$ cat src/rtl/power_sequencer.sv
// power_sequencer: staged regulator power-up/down sequencer with timeout and external fault latching
module power_sequencer #(
  parameter int STAGE_TIMEOUT = 4160000,
  parameter int SETTLE_DELAY  = 416000,
  parameter int OFF_DELAY     = 416000
) (
  input  logic       i_clk,
  input  logic       i_reset,
  input  logic       i_enable,
  input  logic [2:0] i_stageGood,
  input  logic       i_fault,
  input  logic       i_clearFault,
  output logic [2:0] o_stageEnable,
  output logic [2:0] o_state,
  output logic       o_sequenceDone,
  output logic       o_timeoutFault,
  output logic       o_extFault,
  output logic [1:0] o_faultStage
);
  localparam int MAX_AB = (STAGE_TIMEOUT > SETTLE_DELAY) ? STAGE_TIMEOUT : SETTLE_DELAY;
  localparam int MAX_P  = (MAX_AB > OFF_DELAY) ? MAX_AB : OFF_DELAY;
  localparam int CW     = $clog2(MAX_P) + 1;
  localparam logic [CW-1:0] C_TO  = CW'(STAGE_TIMEOUT - 1);
  localparam logic [CW-1:0] C_SET = CW'(SETTLE_DELAY - 1);
  localparam logic [CW-1:0] C_OFF = CW'(OFF_DELAY - 1);

  typedef enum logic [2:0] {
    S_IDLE   = 3'd0,
    S_UP     = 3'd1,
    S_SETTLE = 3'd2,
    S_RUN    = 3'd3,
    S_DOWN   = 3'd4,
    S_FAULT  = 3'd5
  } state_t;

  state_t        r_state, w_state_nx;
  logic [1:0]    r_idx, w_idx_nx;
  logic [CW-1:0] r_cnt;
  logic [2:0]    r_en, w_en_nx;
  logic          r_done, r_tf, w_tf_nx, r_ef, w_ef_nx;
  logic [1:0]    r_fs, w_fs_nx;
  logic [2:0]    w_mask_cur, w_mask_inc, w_low_cur, w_low_dec;
  logic          w_loss;
  logic [1:0]    w_loss_stage;

  assign w_mask_cur = (r_idx == 2'd0) ? 3'b001 : (r_idx == 2'd1) ? 3'b011 : 3'b111;
  assign w_mask_inc = (r_idx == 2'd0) ? 3'b011 : 3'b111;
  assign w_low_cur  = (r_idx == 2'd0) ? 3'b000 : (r_idx == 2'd1) ? 3'b001 : 3'b011;
  assign w_low_dec  = (r_idx == 2'd2) ? 3'b001 : 3'b000;

  // Good-loss / timeout detection for the active states; DOWN ignores stage good
  always_comb begin
    w_loss       = 1'b0;
    w_loss_stage = r_idx;
    case (r_state)
      S_UP:     w_loss = (r_cnt == C_TO) && !i_stageGood[r_idx];
      S_SETTLE: w_loss = |(~i_stageGood & w_mask_cur);
      S_RUN: begin
        w_loss       = (i_stageGood != 3'b111);
        w_loss_stage = !i_stageGood[0] ? 2'd0 : !i_stageGood[1] ? 2'd1 : 2'd2;
      end
      default: w_loss = 1'b0;
    endcase
  end

  // Next-state and next-output decisions, highest-priority event first
  always_comb begin
    w_state_nx = r_state;
    w_idx_nx   = r_idx;
    w_en_nx    = r_en;
    w_tf_nx    = r_tf;
    w_ef_nx    = r_ef;
    w_fs_nx    = r_fs;
    case (r_state)
      S_IDLE: begin
        w_en_nx = 3'b000;
        if (i_enable) begin
          w_state_nx = S_UP;
          w_idx_nx   = 2'd0;
          w_en_nx    = 3'b001;
        end
      end
      S_FAULT: begin
        w_en_nx = 3'b000;
        if (i_clearFault && !i_enable) begin
          w_state_nx = S_IDLE;
          w_idx_nx   = 2'd0;
          w_tf_nx    = 1'b0;
          w_ef_nx    = 1'b0;
          w_fs_nx    = 2'd0;
        end
      end
      default: begin
        if (i_fault) begin
          w_state_nx = S_FAULT;
          w_en_nx    = 3'b000;
          w_ef_nx    = 1'b1;
          w_fs_nx    = r_idx;
        end else if (w_loss) begin
          w_state_nx = S_FAULT;
          w_en_nx    = 3'b000;
          w_tf_nx    = 1'b1;
          w_fs_nx    = w_loss_stage;
        end else if (!i_enable && r_state != S_DOWN) begin
          w_state_nx = S_DOWN;
          w_en_nx    = w_low_cur;
        end else begin
          case (r_state)
            S_UP: if (i_stageGood[r_idx]) w_state_nx = S_SETTLE;
            S_SETTLE: begin
              if (r_cnt == C_SET) begin
                w_state_nx = (r_idx == 2'd2) ? S_RUN : S_UP;
                w_idx_nx   = (r_idx == 2'd2) ? r_idx : r_idx + 2'd1;
                w_en_nx    = w_mask_inc;
              end
            end
            S_DOWN: begin
              if (r_cnt == C_OFF) begin
                w_state_nx = (r_idx == 2'd0) ? S_IDLE : S_DOWN;
                w_idx_nx   = (r_idx == 2'd0) ? 2'd0 : r_idx - 2'd1;
                w_en_nx    = w_low_dec;
              end
            end
            default: w_state_nx = r_state;
          endcase
        end
      end
    endcase
  end

  // State, stage index, saturating counter and registered outputs
  always_ff @(posedge i_clk or posedge i_reset) begin
    if (i_reset) begin
      r_state <= S_IDLE;
      r_idx   <= 2'd0;
      r_cnt   <= '0;
      r_en    <= 3'b000;
      r_done  <= 1'b0;
      r_tf    <= 1'b0;
      r_ef    <= 1'b0;
      r_fs    <= 2'd0;
    end else begin
      r_state <= w_state_nx;
      r_idx   <= w_idx_nx;
      r_cnt   <= (w_state_nx != r_state || w_idx_nx != r_idx) ? '0 : (&r_cnt) ? r_cnt : r_cnt + CW'(1);
      r_en    <= w_en_nx;
      r_done  <= (w_state_nx == S_RUN);
      r_tf    <= w_tf_nx;
      r_ef    <= w_ef_nx;
      r_fs    <= w_fs_nx;
    end
  end

  assign o_stageEnable  = r_en;
  assign o_state        = r_state;
  assign o_sequenceDone = r_done;
  assign o_timeoutFault = r_tf;
  assign o_extFault     = r_ef;
  assign o_faultStage   = r_fs;
endmodule

$ cat config.mk
export PLATFORM = sky130hd
export DESIGN_NAME = power_sequencer
export DESIGN_NICKNAME = d
export VERILOG_FILES = /design/src/rtl/power_sequencer.sv
export SDC_FILE = /design/constraint.sdc
export NUM_CORES = 1
export LEC_CHECK = 0
export CELL_PAD_IN_SITES_DETAIL_PLACEMENT = 1
export CELL_PAD_IN_SITES_GLOBAL_PLACEMENT = 1
export CORE_ASPECT_RATIO = 1.75
export CORE_MARGIN = 5
export CORE_UTILIZATION = 33
export CTS_CLUSTER_DIAMETER = 200
export DETAILED_ROUTE_END_ITERATION = 8
export GPL_TIMING_DRIVEN = 0
export PLACE_DENSITY_LB_ADDON = 0.1
export SYNTH_ARGS = -nofsm -noshare
export SYNTH_HDL_FRONTEND = slang
export SYNTH_SLANG_ARGS = --single-unit
$ cat constraint.sdc
create_clock -name i_clk -period 5.2 [get_ports i_clk]
set_input_delay 0.78 -clock i_clk [delete_from_list [all_inputs] [get_ports i_clk]]
set_output_delay 0.78 -clock i_clk [all_outputs]
set_load 0.01 [all_outputs]
# After elaboration in Yosys (flattened, before gate mapping)
# Cells that the tools add are included.
[totals] register_bits=36 input_bits=8 elab_cells=107
[op_classes] addsub=3 magnitude_cmp=1 eq_ne=19 mux=55 n_bitwise=3 reduce_logical=18
[op_table] operator="2-to-1 mux 3 bit" count=17
[op_table] operator="2-to-1 mux 23 bit" count=2
[op_table] operator="2-to-1 mux 2 bit" count=18
[op_table] operator="adder 23 x 1 -> 23 bit (second input constant)" count=1
[op_table] operator="equality test 23 x 19 -> 1 bit (second input constant)" count=1
[op_table] operator="equality test 23 x 22 -> 1 bit (second input constant)" count=1
[op_table] operator="AND reduction 23 bit" count=1
[op_table] operator="one-hot mux 3 bit (2 select lines)" count=3
[op_table] operator="one-hot mux 2 bit (2 select lines)" count=3
[op_table] operator="equality test 3 x 2 -> 1 bit (second input constant)" count=3
[op_table] operator="one-hot mux 3 bit (3 select lines)" count=1
[op_table] operator="AND reduction 3 bit" count=3
[op_table] operator="2-to-1 mux 1 bit" count=7
[op_table] operator="inequality test 7 x 5 -> 1 bit (second input constant)" count=1
[op_table] operator="inequality test 7 bit (second input constant)" count=1
[op_table] operator="nonzero test 7 bit" count=1
[op_table] operator="equality test 3 bit (second input constant)" count=2
[op_table] operator="inequality test 3 bit (second input constant)" count=2
[op_table] operator="inequality test 2 bit (second input constant)" count=2
[op_table] operator="one-hot mux 1 bit (2 select lines)" count=2
[op_table] operator="AND reduction 4 bit" count=1
[op_table] operator="nonzero test 2 bit" count=2
[op_table] operator="AND 3 bit" count=1
[op_table] operator="equality test 3 x 1 -> 1 bit (second input constant)" count=1
[op_table] operator="19 further kinds" count=22

# Depth between registers and ports, before layout
# Gate-level depths: netlist of the first run.
[depth] ltp_word=12 mapped_depth=11

# Worst setup path after synthesis of the first run
# No wires, ideal clock.
[synth_path] path_kind="reg-to-reg" startpoint="register r_idx[0]" endpoint="register r_cnt[0]" setup_time_ns=0.080 t_arrival_ns=2.486 required_ns=5.120 path_slack_ns=2.634 stages_incl_launch_ff=12 path_cell_list="dfrtp_1 -> inv_1 -> ha_1 -> a21o_1 -> a311oi_1 -> a41oi_1 -> and2_1 -> clkbuf_1 -> a311oi_2 -> o211ai_2 -> buf_6 -> nor3_2"
[synth_via] elab_chain_len=12 word_cells_on_any_way=40 classes_between="add/sub: 2; eq/ne: 5; mux: 27; bitwise: 1; reduce/logical: 5"
[synth_lines] element="start: declaration" line="37" text="logic [1:0] r_idx, w_idx_nx;"
[synth_lines] element="start signal: assignment" line="144" text="r_idx <= w_idx_nx;"
[synth_lines] element="equality test 2 x 1 -> 1 bit" line="46" text="assign w_mask_cur = (r_idx == 2'd0) ? 3'b001 : (r_idx == 2'd1) ? 3'b011 : 3'b111;"
[synth_lines] element="2-to-1 mux 3 bit (2 in series)" line="46"
[synth_lines] element="AND 3 bit" line="57" text="S_SETTLE: w_loss = |(~i_stageGood & w_mask_cur);"
[synth_lines] element="OR reduction 3 bit" line="57"
[synth_lines] element="one-hot mux 1 bit (3 select lines)" line="55" text="case (r_state)"
[synth_lines] element="2-to-1 mux 3 bit / 2-to-1 mux 2 bit (equally long branches)" line="99" text="end else if (w_loss) begin"
[synth_lines] element="2-to-1 mux 3 bit / 2-to-1 mux 2 bit (equally long branches)" line="94" text="if (i_fault) begin"
[synth_lines] element="one-hot mux 3 bit (2 select lines) / one-hot mux 2 bit (2 select lines) (equally long branches)" line="74" text="case (r_state)"
[synth_lines] element="inequality test 3 bit / inequality test 2 bit (equally long branches)" line="145" text="r_cnt <= (w_state_nx != r_state || w_idx_nx != r_idx) ? '0 : (&r_cnt) ? r_cnt : r_cnt + CW'(1);"
[synth_lines] element="logical OR 1 bit *" line="145"
[synth_lines] element="inequality test 2 bit (no line) / 2-to-1 mux 23 bit (equally long branches)"
[synth_lines] element="end signal: assignment" line="145"
[synth_lines] element="end: declaration" line="38" text="logic [CW-1:0] r_cnt;"
# Mark *: on every way between the ends. The rest lies on a longest branch, timed or not. The select of a mux whose other input is x is not followed.
# A chain may end at the register's enable or synchronous reset.

# Worst setup path after layout of the first run
[layout_path] startpoint="register r_idx[0]" endpoint="register r_cnt[8]"
# The elaborated chain is that of the path after synthesis.

==> impl_metrics.py, run 1 <==
metrics = {
    "routing": {
        "vias": 2320,
        "drtIter0Drc": 125,
        "vias_per_cell": 5.71,
        "routed_wl_um": 7970,
        "drtPass1Iterations": 4,
        "ant_nets": 0,
        "avgRoutedWirePerCell_um": 19.6,
        "post-route-drc-count": 0,
    },
    "sta": {
        "fin_setup_tns_ns": 0,
        "timing.slew.headroom_pct": 47.2,
        "clock.fmax_mhz": 293,
        "period_minus_slack_ns": 3.41,
        "fin_ws_ns": 1.79,
        "setup_violations": 0,
        "drv_slew": 0,
        "skew_ns": 0.00760,
        "final_hold_viol_count": 0,
        "rsz0062_at_grt": "no",
        "worstMarginPinSlew_ns": 0.791,
        "period_share_pct": 65.7,
    },
    "synth": {
        "async_flop_share_pct": 100,
        "synth-main-ff-cell": "dfrtp_1",
        "netlist_area_um2": 2520,
        "synth_warnings": 0,
        "synth_enable_flop_cells": 0,
        "syn_area_per_cell_um2": 8.62,
        "synthCells": 293,
        "post-synth-top-area-cell": "dfrtp_1",
        "synth_fp_nets": 307,
        "synth_cell_types": 58,
        "synthTopCellsByArea": "dfrtp_1, nor2_1, xor2_1, nand3_1, a21oi_1",
        "synth_seq_cells": 36,
        "ys_seq_area_share_pct": 35.7,
        "synth_top_area_share_pct": 35.7,
    },
    "setup_path": {
        "cpMaxStageDelayCell": "dfrtp_1",
        "r2r-start": "r_idx[0]",
        "crit_arrival_ns": 3.62,
        "required_ns": 5.40,
        "cp_cell_sequence": "inv_1 -> ha_1 -> a21o_1 -> a311oi_1 -> a41oi_1 -> and2_1 -> clkbuf_1 -> a311oi_2 -> o211ai_2 -> buf_6 -> nor3_2",
        "endpoint_kind": "flop",
        "worstSetupPathType": "reg2reg",
        "cp-start-kind": "flop",
        "cpPeakStageDelay_ns": 0.52,
        "crit_start": "r_idx[0]",
        "worstPathMaxFanout": 10,
    },
    "power_and_ir_drop": {
        "p_per_area_nw_per_um2": 370,
        "power.total_mw": 1.11,
        "clkPwrFrac_pct": 33.8,
        "switching_share_pct": 36.3,
        "internal_power_mw": 0.705,
        "max-vdd-ir-drop_mv": 0.152,
        "combPwrFrac_pct": 36.3,
        "leakage_nw": 1.17,
        "p_switching_mw": 0.401,
        "p_seq_share_pct": 29.9,
    },
    "floorplan": {
        "placementRows": 42,
        "core_area_um2": 7510,
        "io_pins": 19,
        "initial_utilization_pct": 33.6,
        "fp.dieH_um": 126,
        "die_x_um": 76.1,
        "die-area_um2": 9570,
    },
    "run": {
        "cap_violations": 0,
    },
    "global_route": {
        "grt_pass1_wl_um": 12900,
        "grt_usage_pct": 16.9,
        "antenna_found_initial": 0,
        "grt_pass1_vias": 2513,
        "grt_max_degree": 37,
        "grt-ovfl-total": 0,
    },
    "run_status": {
        "status": "finished, final reports clean",
    },
    "cts": {
        "insertion_delay_ns": 0.29,
        "cts_made_buffers": 5,
        "cts.sinks": 36,
        "hold_buffers": 0,
        "htreeDepth": 2,
        "root_buffer": "clkbuf_16",
        "clk_path_buf_depth": 2,
        "cts_tree": "done",
        "clk_pin_slew_ns": 0.06,
        "cts_setup_buffers": 0,
        "cts_resized": 0,
    },
    "cells_and_area": {
        "fillers": 913,
        "num_antenna_cells": 0,
        "area_delta_synth_final_pct": 18.3,
        "drive_above_1_share_pct": 10.4,
        "final_nets": 331,
    },
    "place": {
        "dp_hpwl_um": 6030,
        "place_ws_ns": 1.59,
        "port_buffers": 17,
        "gp_congestion": 0.878,
    },
    "worst_hold_path": {
        "hold_path.class": "reg2reg",
        "min-delay-start": "o_timeoutFault",
    },
}
[power by group through the flow]
stage	Sequential [mW]	Combinational, mW	Clock [mW]
after floorplan	0.336	0.264	0
after global placement	0.335	0.404	0
after detailed placement	0.335	0.407	0
after global routing	0.334	0.443	0.395
after CTS	0.330	0.409	0.386
final	0.331	0.402	0.374
[cells by family after synthesis]
logic type,Yosys count,share of synthesized area (%)
AND/OR/NAND/NOR,143,32.4
AO/OA/AOI/OAI,57,15.2
flip-flops,36,35.7
buffers and inverters,25,4.26
XOR/XNOR,19,6.59
multiplexers,7,2.97
adder cells (fa/ha/maj),6,2.97
[cells in the mapped netlist (all sizes together), types with 5 or more instances]
| library cell | count |
|---|---|
| a21oi | 16 |
| nor2b | 6 |
| dfrtp | 36 |
| nand2 | 18 |
| xor2 | 12 |
| inv | 12 |
| nor3b | 5 |
| nor3 | 21 |
| nand4 | 8 |
| clkbuf | 9 |
| ha | 6 |
| nand3 | 20 |
| and3 | 6 |
| nor2 | 33 |
| o21ai | 15 |
| xnor2 | 7 |
[path summary, 6_finish.rpt]
kind	endpoint	slack (ns)	cells after the start
min	o_timeoutFault	0.49	1
min in group asynchronous	o_sequenceDone	0.97	2
max in group asynchronous	o_stageEnable[2]	3.72	2
min reg2reg	o_timeoutFault	0.49	1
max	r_cnt[8]	1.79	11
max reg2reg	r_cnt[8]	1.79	11
[metrics by stage]
stage | cells | cell area, µm² | util (%) | hold WS [ns]
floorplan | 293 | 2520 | - | 0.506
global placement | 398 | 2810 | 37.3 | 0.477
detailed placement | 398 | 2810 | 37.3 | 0.481
CTS | 406 | 2990 | 39.8 | 0.495
global route | 406 | 2990 | 39.8 | 0.499
finish | 406 | 2990 | 39.8 | 0.491
[layout make-up]
class | instances | area, µm² | area share, %
well taps | 88 | 110 | 3.69
clock buffers | 7 | 153 | 5.11
inverters | 12 | 45.0 | 1.51
clock inverters | 1 | 30.0 | 1.01
multi-input cells | 232 | 1520 | 50.8
repair buffers | 17 | 170 | 5.70
flip-flops and latches | 36 | 901 | 30.2
plain buffers | 13 | 62.6 | 2.09
[sequential cells by signal (all words and copies together), names as in the netlist]
| name | cells |
|---|---|
| o_timeoutFault | 1 |
| o_stageEnable | 3 |
| o_sequenceDone | 1 |
| r_cnt | 23 |
| o_extFault | 1 |
| r_idx | 2 |
| o_state | 3 |
| o_faultStage | 2 |
[critical path: cells and delay by family (launching register included)]
kind	cells	cell delay [ns]
flops	1	0.52
buf+inv	3	0.64
fa+ha+maj	1	0.33
compound gates	5	1.42
simple gates	2	0.42
[metal layers]
metal	track usage, %	share of wire, %	vias to the layer above	wire length (µm)
met5	0	0	-	0
met4	8.55	4.1	0	326
met3	2.29	2.4	17	189
met2	33.6	57	42	4510
met1	16.4	37	1159	2950
li1	-	-	1102	-
[layout by cell type, fill, tap and decap left out, drive strengths merged, types with 12 or more instances in the layout]
cell type and count:
dfrtp 36, nor2 33, nor3 21, nand3 20, nand2 18, clkdlybuf4s50 17
a21oi 16, clkbuf 16, o21ai 15, xor2 12, inv 12
Note: power is estimated with default switching activity, not from simulation.
==> run 2: changes to the inputs <==
Clock period 5.2 ns to 3.35 ns, I/O delays scaled along.
==> impl_metrics.py, run 2 (synthesis results as in run 1) <==
metrics = {
    "global_route": {
        "grt-ovfl-total": 0,
        "antenna_found_initial": 0,
        "grt_pass1_wl_um": 12900,
        "grt_max_degree": 37,
        "grt_pass1_vias": 2514,
        "grt_usage_pct": 16.9,
    },
    "sta": {
        "fin_setup_tns_ns": 0,
        "setup_violations": 0,
        "final_hold_viol_count": 0,
        "worstMarginPinSlew_ns": 0.791,
        "rsz0062_at_grt": "no",
        "timing.slew.headroom_pct": 47.2,
        "clock.fmax_mhz": 314,
        "period_share_pct": 95.0,
        "skew_ns": 0.00759,
        "period_minus_slack_ns": 3.18,
        "drv_slew": 0,
    },
    "cts": {
        "cts_resized": 2,
        "htreeDepth": 2,
        "cts_tree": "done",
        "hold_buffers": 0,
        "cts_setup_buffers": 0,
        "cts_made_buffers": 5,
        "insertion_delay_ns": 0.29,
        "cts.sinks": 36,
        "clk_path_buf_depth": 2,
        "clk_pin_slew_ns": 0.06,
        "root_buffer": "clkbuf_16",
    },
    "routing": {
        "vias": 2340,
        "drtPass1Iterations": 4,
        "drtIter0Drc": 123,
        "vias_per_cell": 5.76,
        "ant_nets": 0,
        "avgRoutedWirePerCell_um": 19.8,
        "routed_wl_um": 8030,
        "post-route-drc-count": 0,
    },
    "setup_path": {
        "endpoint_kind": "flop",
        "crit_arrival_ns": 3.38,
        "required_ns": 3.55,
        "worstPathMaxFanout": 10,
        "cp-start-kind": "flop",
        "worstSetupPathType": "reg2reg",
    },
    "cells_and_area": {
        "drive_above_1_share_pct": 11.3,
        "area_delta_synth_final_pct": 18.7,
        "largest_reg_flops": 23,
        "final_nets": 331,
        "layout_commonest_cell": "dfrtp_1",
        "num_antenna_cells": 0,
        "fin_util_pct": 39.9,
        "layout_common_cells": "dfrtp_1, nor2_1, nand3_1, nand2_1, clkdlybuf4s50_1",
        "final_area_um2": 3000,
        "regMostFlops": "r_cnt",
        "layout.cells.non_filler": 406,
    },
    "place": {
        "dpl_cell_area_um2": 2810,
        "gp_congestion": 0.878,
        "dp_cells": 398,
        "dp_hpwl_um": 6030,
        "port_buffers": 17,
    },
    "power_and_ir_drop": {
        "p_per_area_nw_per_um2": 574,
        "max-vdd-ir-drop_mv": 0.235,
        "combPwrFrac_pct": 36.3,
        "leakage_nw": 1.17,
        "p_switching_mw": 0.624,
        "switching_share_pct": 36.3,
        "power.total_mw": 1.72,
        "p_seq_share_pct": 29.9,
        "internal_power_mw": 1.10,
        "clkPwrFrac_pct": 33.8,
    },
    "run_status": {
        "status": "finished, final reports clean",
    },
    "floorplan": {
        "io_pins": 19,
        "fp.dieH_um": 126,
        "placementRows": 42,
        "core_area_um2": 7510,
        "initial_utilization_pct": 33.6,
        "die_x_um": 76.1,
        "die-area_um2": 9570,
    },
    "worst_hold_path": {
        "hold_path.class": "reg2reg",
    },
    "run": {
        "cap_violations": 0,
    },
}
[run 2: cell counts in the layout (fill, tap and decap cells not counted)]
No cell type changed its count.
[run 2: metrics by stage]
stage               hold slack [ns]  setup WS [ns]
finish                        0.491          0.167
detailed placement            0.481        -0.0795
global placement              0.477        -0.0445
global route                  0.499         0.0180
floorplan                     0.506          0.784
CTS                           0.495         0.0692
[run 2: layout make-up]
type / count / area [µm²]
flip-flops and latches: 36 / 903
repair buffers: 17 / 170
plain buffers: 13 / 62.6
fillers: 912 / 4520
clock buffers: 7 / 153
clock inverters: 1 / 30.0
multi-input cells: 232 / 1520
inverters: 12 / 45.0
well taps: 88 / 110
[run 2: worst paths after layout]
check                          startpoint  slack, ns              to  cells after the start
min reg2reg                o_timeoutFault       0.49  o_timeoutFault                      1
max in group asynchronous         i_reset       2.09        r_idx[0]                      2
max reg2reg                      r_idx[0]       0.17        r_cnt[8]                     11
max                              r_idx[0]       0.17        r_cnt[8]                     11
min                        o_timeoutFault       0.49  o_timeoutFault                      1
min in group asynchronous         i_reset       0.70  o_sequenceDone                      2
[run 2: per-layer routing]
| metal | GRT usage (%) | share of wire, % | wire (µm) |
|---|---|---|---|
| met5 | 0 | 0 | 0 |
| met3 | 2.29 | 2.6 | 209 |
| met4 | 8.55 | 4.1 | 326 |
| met1 | 16.4 | 37 | 2940 |
| met2 | 33.6 | 57 | 4560 |
[run 2: power groups by stage]
stage | Sequential, mW | Clock [mW] | Combinational [mW]
floorplan | 0.522 | 0 | 0.409
global placement | 0.520 | 0 | 0.627
detailed placement | 0.520 | 0 | 0.632
CTS | 0.513 | 0.599 | 0.636
global route | 0.518 | 0.613 | 0.690
finish | 0.514 | 0.581 | 0.624
[run 2: critical path, cell delays in order (launching register included)]
cell and delay [ns]:
dfrtp_2 0.45, inv_1 0.19, ha_1 0.32, a21o_1 0.19, a311oi_2 0.39, a41oi_1 0.17
and2_1 0.24, clkbuf_1 0.19, a311oi_2 0.34, o211ai_2 0.23, buf_6 0.21, nor3_2 0.18
==> edit 1: new RTL, flow settings as in run 2 <==
Make the reset (`i_reset`) synchronous in one clocked block.
--- a/src/rtl/power_sequencer.sv
+++ b/src/rtl/power_sequencer.sv
@@ -131,3 +131,3 @@
   // State, stage index, saturating counter and registered outputs
-  always_ff @(posedge i_clk or posedge i_reset) begin
+  always_ff @(posedge i_clk) begin
     if (i_reset) begin
Behaviour: differs if i_reset is asserted again (counterexample within 4 cycles, from zero or initial values and one cycle with i_reset high); with i_reset held inactive, the same outputs for 10 cycles.
==> edit 1 against run 2 <==
- via count is 1.7% lower
- total power is 25% lower
- final area is 5.5% lower
- largest cell class unchanged
- first-iteration DRC count is 5.7% lower
- routed wire length is 6.2% lower
- area after synthesis is 4.8% lower
- critical path depth is 1 lower
- setup slack better by 0.064 ns
- clock skew is 0.0051 ns lower
- maximum frequency is 2.1% higher
- sequential cell count stayed put
- critical path type unchanged
==> edit 1: results <==
[grt]
grt_max_degree = 12
grtUsageMet3_pct = 2.36
first_global_vias = 2438
met2_usage_pct = 34.7
use_met1_pct = 15.4
grt_pass1_wl_um = 11900

[yosys]
synth_common_cells = "36 x dfxtp_1, 33 x nor2_1, 23 x nand2_1, 14 x a21oi_1"
ys.flop_type = "dfxtp_1"
synth_compound_area_share_pct = 18.3
synth.distinct_cells = 57
synth.area.top_cells = "dfxtp_1 30%, nor2_1 5.2%, nor3_2 4.2%"
synth-seq-area-share_pct = 30.0
async_flop_share_pct = 0
synthAdderAreaFrac_pct = 3.12

[power_and_ir_drop]
p_seq_share_pct = 35.6
p_per_area_mw_per_mm2 = 455
p_int_uw = 874
leakagePower_nw = 1.02
max-vdd-ir-drop_mv = 0.186
clk-power_uw = 482

[placement]
routabilityCongestion = 0.842
hpwl_um = 6020

[critical_path]
critPathMaxStageDelay_ns = 0.53
r2r_slack_ns = 0.23
arrival_ns = 3.27
rr_startpoint = "r_idx[1]"
r2r_cells = 10
crit_end = "o_faultStage[0]"
slowest_stage = "a221oi_2"
path_max_fanout = 8
r2r-end = "o_faultStage[0]"

[min_path]
hp-start = "o_extFault"
hold_path_end = "o_extFault"

[routing]
detail_route.iter0.violations = 116
drt-total-wl_um = 7530
wl_met1_um = 2690
avgViaCountPerCell = 5.64
wl_met2_um = 4310
routed-wl-met3_um = 175

[run_status]
outcome = "completed"

[final_layout]
drive_gt1_share_pct = 11.8
fin_nets = 335
fillCellCount = 899

[sta]
worst_pin_slew_ns = 0.582

[clock_tree]
post_cts_resized = 0
==> edit 1: changes by cell type after synthesis, moves of 5 or more <==
| cell | change |
|---|---|
| dfxtp_1 | +36 |
| nand2_1 | +5 |
| nand3_1 | -8 |
| mux2i_1 | +5 |
| dfrtp_1 | -36 |
==> edit 1: stage by stage <==
step / hold WS [ns] / instance area [um2] / setup WS (ns) / util, % / instances
floorplan: 0.459 / 2400 / 0.970 / - / 297
global route: 0.535 / 2830 / 0.0846 / 39.4 / 408
CTS: 0.511 / 2830 / 0.239 / 39.4 / 408
detailed placement: 0.498 / 2680 / 0.268 / 37.3 / 400
finish: 0.504 / 2830 / 0.231 / 39.4 / 408
global placement: 0.488 / 2680 / 0.311 / 37.3 / 400
==> edit 1: area by class of cell <==
class	count	area [um2]	area share [%]
buffer	15	93.8	3.31
clock buffer	7	143	5.04
clock inverter	1	7.51	0.265
inverter	11	41.3	1.46
multi-input combinational	235	1550	54.7
sequential	36	721	25.5
tap	86	108	3.80
timing repair buffer	17	170	6.01
==> edit 2: new RTL, settings of run 2 <==
Without the edit above. Set the parameter `SETTLE_DELAY` to 208000 (it was 416000).
--- a/src/rtl/power_sequencer.sv
+++ b/src/rtl/power_sequencer.sv
@@ -3,3 +3,3 @@
   parameter int STAGE_TIMEOUT = 4160000,
-  parameter int SETTLE_DELAY  = 416000,
+  parameter int SETTLE_DELAY  = 208000,
   parameter int OFF_DELAY     = 416000
Function: same outputs for any inputs over 10 cycles, from zero or initial values and one cycle with i_reset high; that may be too few to reach the edited logic, so the function may still have changed.
==> edit 2 against run 2 <==
- area after synthesis rose by 5.3%
- setup slack gained 0.12 ns
- critical path depth shrank 4
- utilization is 0.28 points lower
- non-clock buffer count is 3 higher
- final area rose by 4.5%
- routed wire length rose by 6.6%
- total power increased by 13%
- sequential cell count unchanged
- critical endpoint is now r_cnt[17]
- clock power fell by 6.7%
==> edit 2: results <==
[placement]
dp_slack_ns = -0.180
dp_cells = 404
port_buffers = 18
hpwl_um = 6660
place_area_mm2 = 0.00295
routabilityCongestion = 0.851

[routing]
avgViaCountPerCell = 5.94
drt-total-wl_um = 8560
detail_route.iter0.violations = 108

[yosys]
synth.distinct_cells = 56
syn_nets = 310
synth-seq-area-share_pct = 33.9
syn-mean-instance-area_um2 = 8.98
synth.area.top_cells = "dfrtp_1 34%, nor4_2 5.6%, xnor2_1 3.6%"

[min_path]
hold_path_class = "flip-flop to flip-flop"
hold_path_depth = 2

[power_and_ir_drop]
p_sw_uw = 813
leakagePower_nw = 1.19
max-vdd-ir-drop_mv = 0.529

[final_layout]
fillCellCount = 944
top_register = "r_cnt"
final_cells = 412
fin_nets = 335
drive_gt1_share_pct = 15.2

[critical_path]
r2r_cells = 7
cpLargestDelayFamily = "simple AND/OR/NAND/NOR gates"
path_max_fanout = 7
critPathMaxStageDelay_ns = 0.81
slowest_stage = "nor4_2"
arrival_ns = 3.26

[grt]
grt_pass1_wl_um = 13800
grt_usage_pct = 17.8
first_global_vias = 2618

[sta]
relSlewSlack_pct = 43.0
skew_ns = 0.00499

[clock_tree]
insertion_delay_ns = 0.29

[run_status]
outcome = "completed"

[job]
maxCapViolations = 0
## edit 2: cell count changes after synthesis, sizes merged, moves of 5 or more
cell	change
inv	-5
clkbuf	-5
buf	+7
nor2	-9
nor4	+15
nand3	-5
nand2	+7
## edit 2: final timing paths
check                                from  slack [ns]        endpoint
min reg2reg                o_timeoutFault        0.51  o_timeoutFault
min                        o_timeoutFault        0.51  o_timeoutFault
min in group asynchronous         i_reset        0.69       r_cnt[14]
max                              r_cnt[8]        0.29       r_cnt[17]
max in group asynchronous         i_reset        2.14        r_cnt[2]
max reg2reg                      r_cnt[8]        0.29       r_cnt[17]
## edit 2: power by group through the flow
| stage | clock network, mW | registers (mW) | logic (mW) |
|---|---|---|---|
| 6_report | 0.542 | 0.513 | 0.885 |
| 5_1_grt | 0.571 | 0.520 | 0.970 |
| 4_1_cts | 0.557 | 0.515 | 0.883 |
| 3_5_place_dp | 0 | 0.522 | 0.876 |
| 3_3_place_gp | 0 | 0.521 | 0.868 |
| 2_1_floorplan | 0 | 0.528 | 0.570 |
## edit 2: cell type report
class	count	area share [%]
Clock inverter	2	1.12
Sequential cell	36	28.8
Clock buffer	6	4.12
Inverter	7	0.839
Timing Repair Buffer	18	5.75
Multi-Input combinational cell	238	53.2
Buffer	15	2.64
Tap cell	90	3.60
## edit 2: repair_timing
action                                 in CTS  in global routing
pin swaps                                   0                  0
endpoints found under the hold margin       0                  0
gates resized for setup                     1                  2
buffers inserted                            0                  0
setup endpoints to repair                  10                 20
## edit 2: metrics by stage
step	utilization, %	hold WS (ns)
global placement	37.3	0.494
CTS	39.4	0.512
finish	39.6	0.506
detailed placement	37.3	0.499
floorplan	-	0.526
global route	39.6	0.541
## edit 2: worst reg2reg max path: cells and delay by family, from the launching register on
family | cells | cell delay [ns]
xor+xnor | 1 | 0.14
compound gates | 1 | 0.31
flops | 1 | 0.53
simple gates | 5 | 2.00
## edit 2: layer usage
metal | vias to the layer above | share of wire, % | routed length [um] | GRT usage, %
li1 | 1153 | - | - | -
met1 | 1211 | 35 | 3010 | 16.6
met2 | 54 | 56 | 4770 | 34.1
met3 | 30 | 3.1 | 262 | 3.29
met4 | 0 | 6.0 | 514 | 11.7
met5 | - | 0 | 0 | 0
## edit 2: cells by family after synthesis
kind of cell,after synthesis,share of synthesized area (%)
xor gates and xnor gates,20,6.59
AOI/OAI and AO/OA,51,13.8
adders and majority gates,6,2.82
buffers and inverters,22,4.05
DFF,36,33.9
muxes,5,1.93
and+or+nand+nor,156,36.9
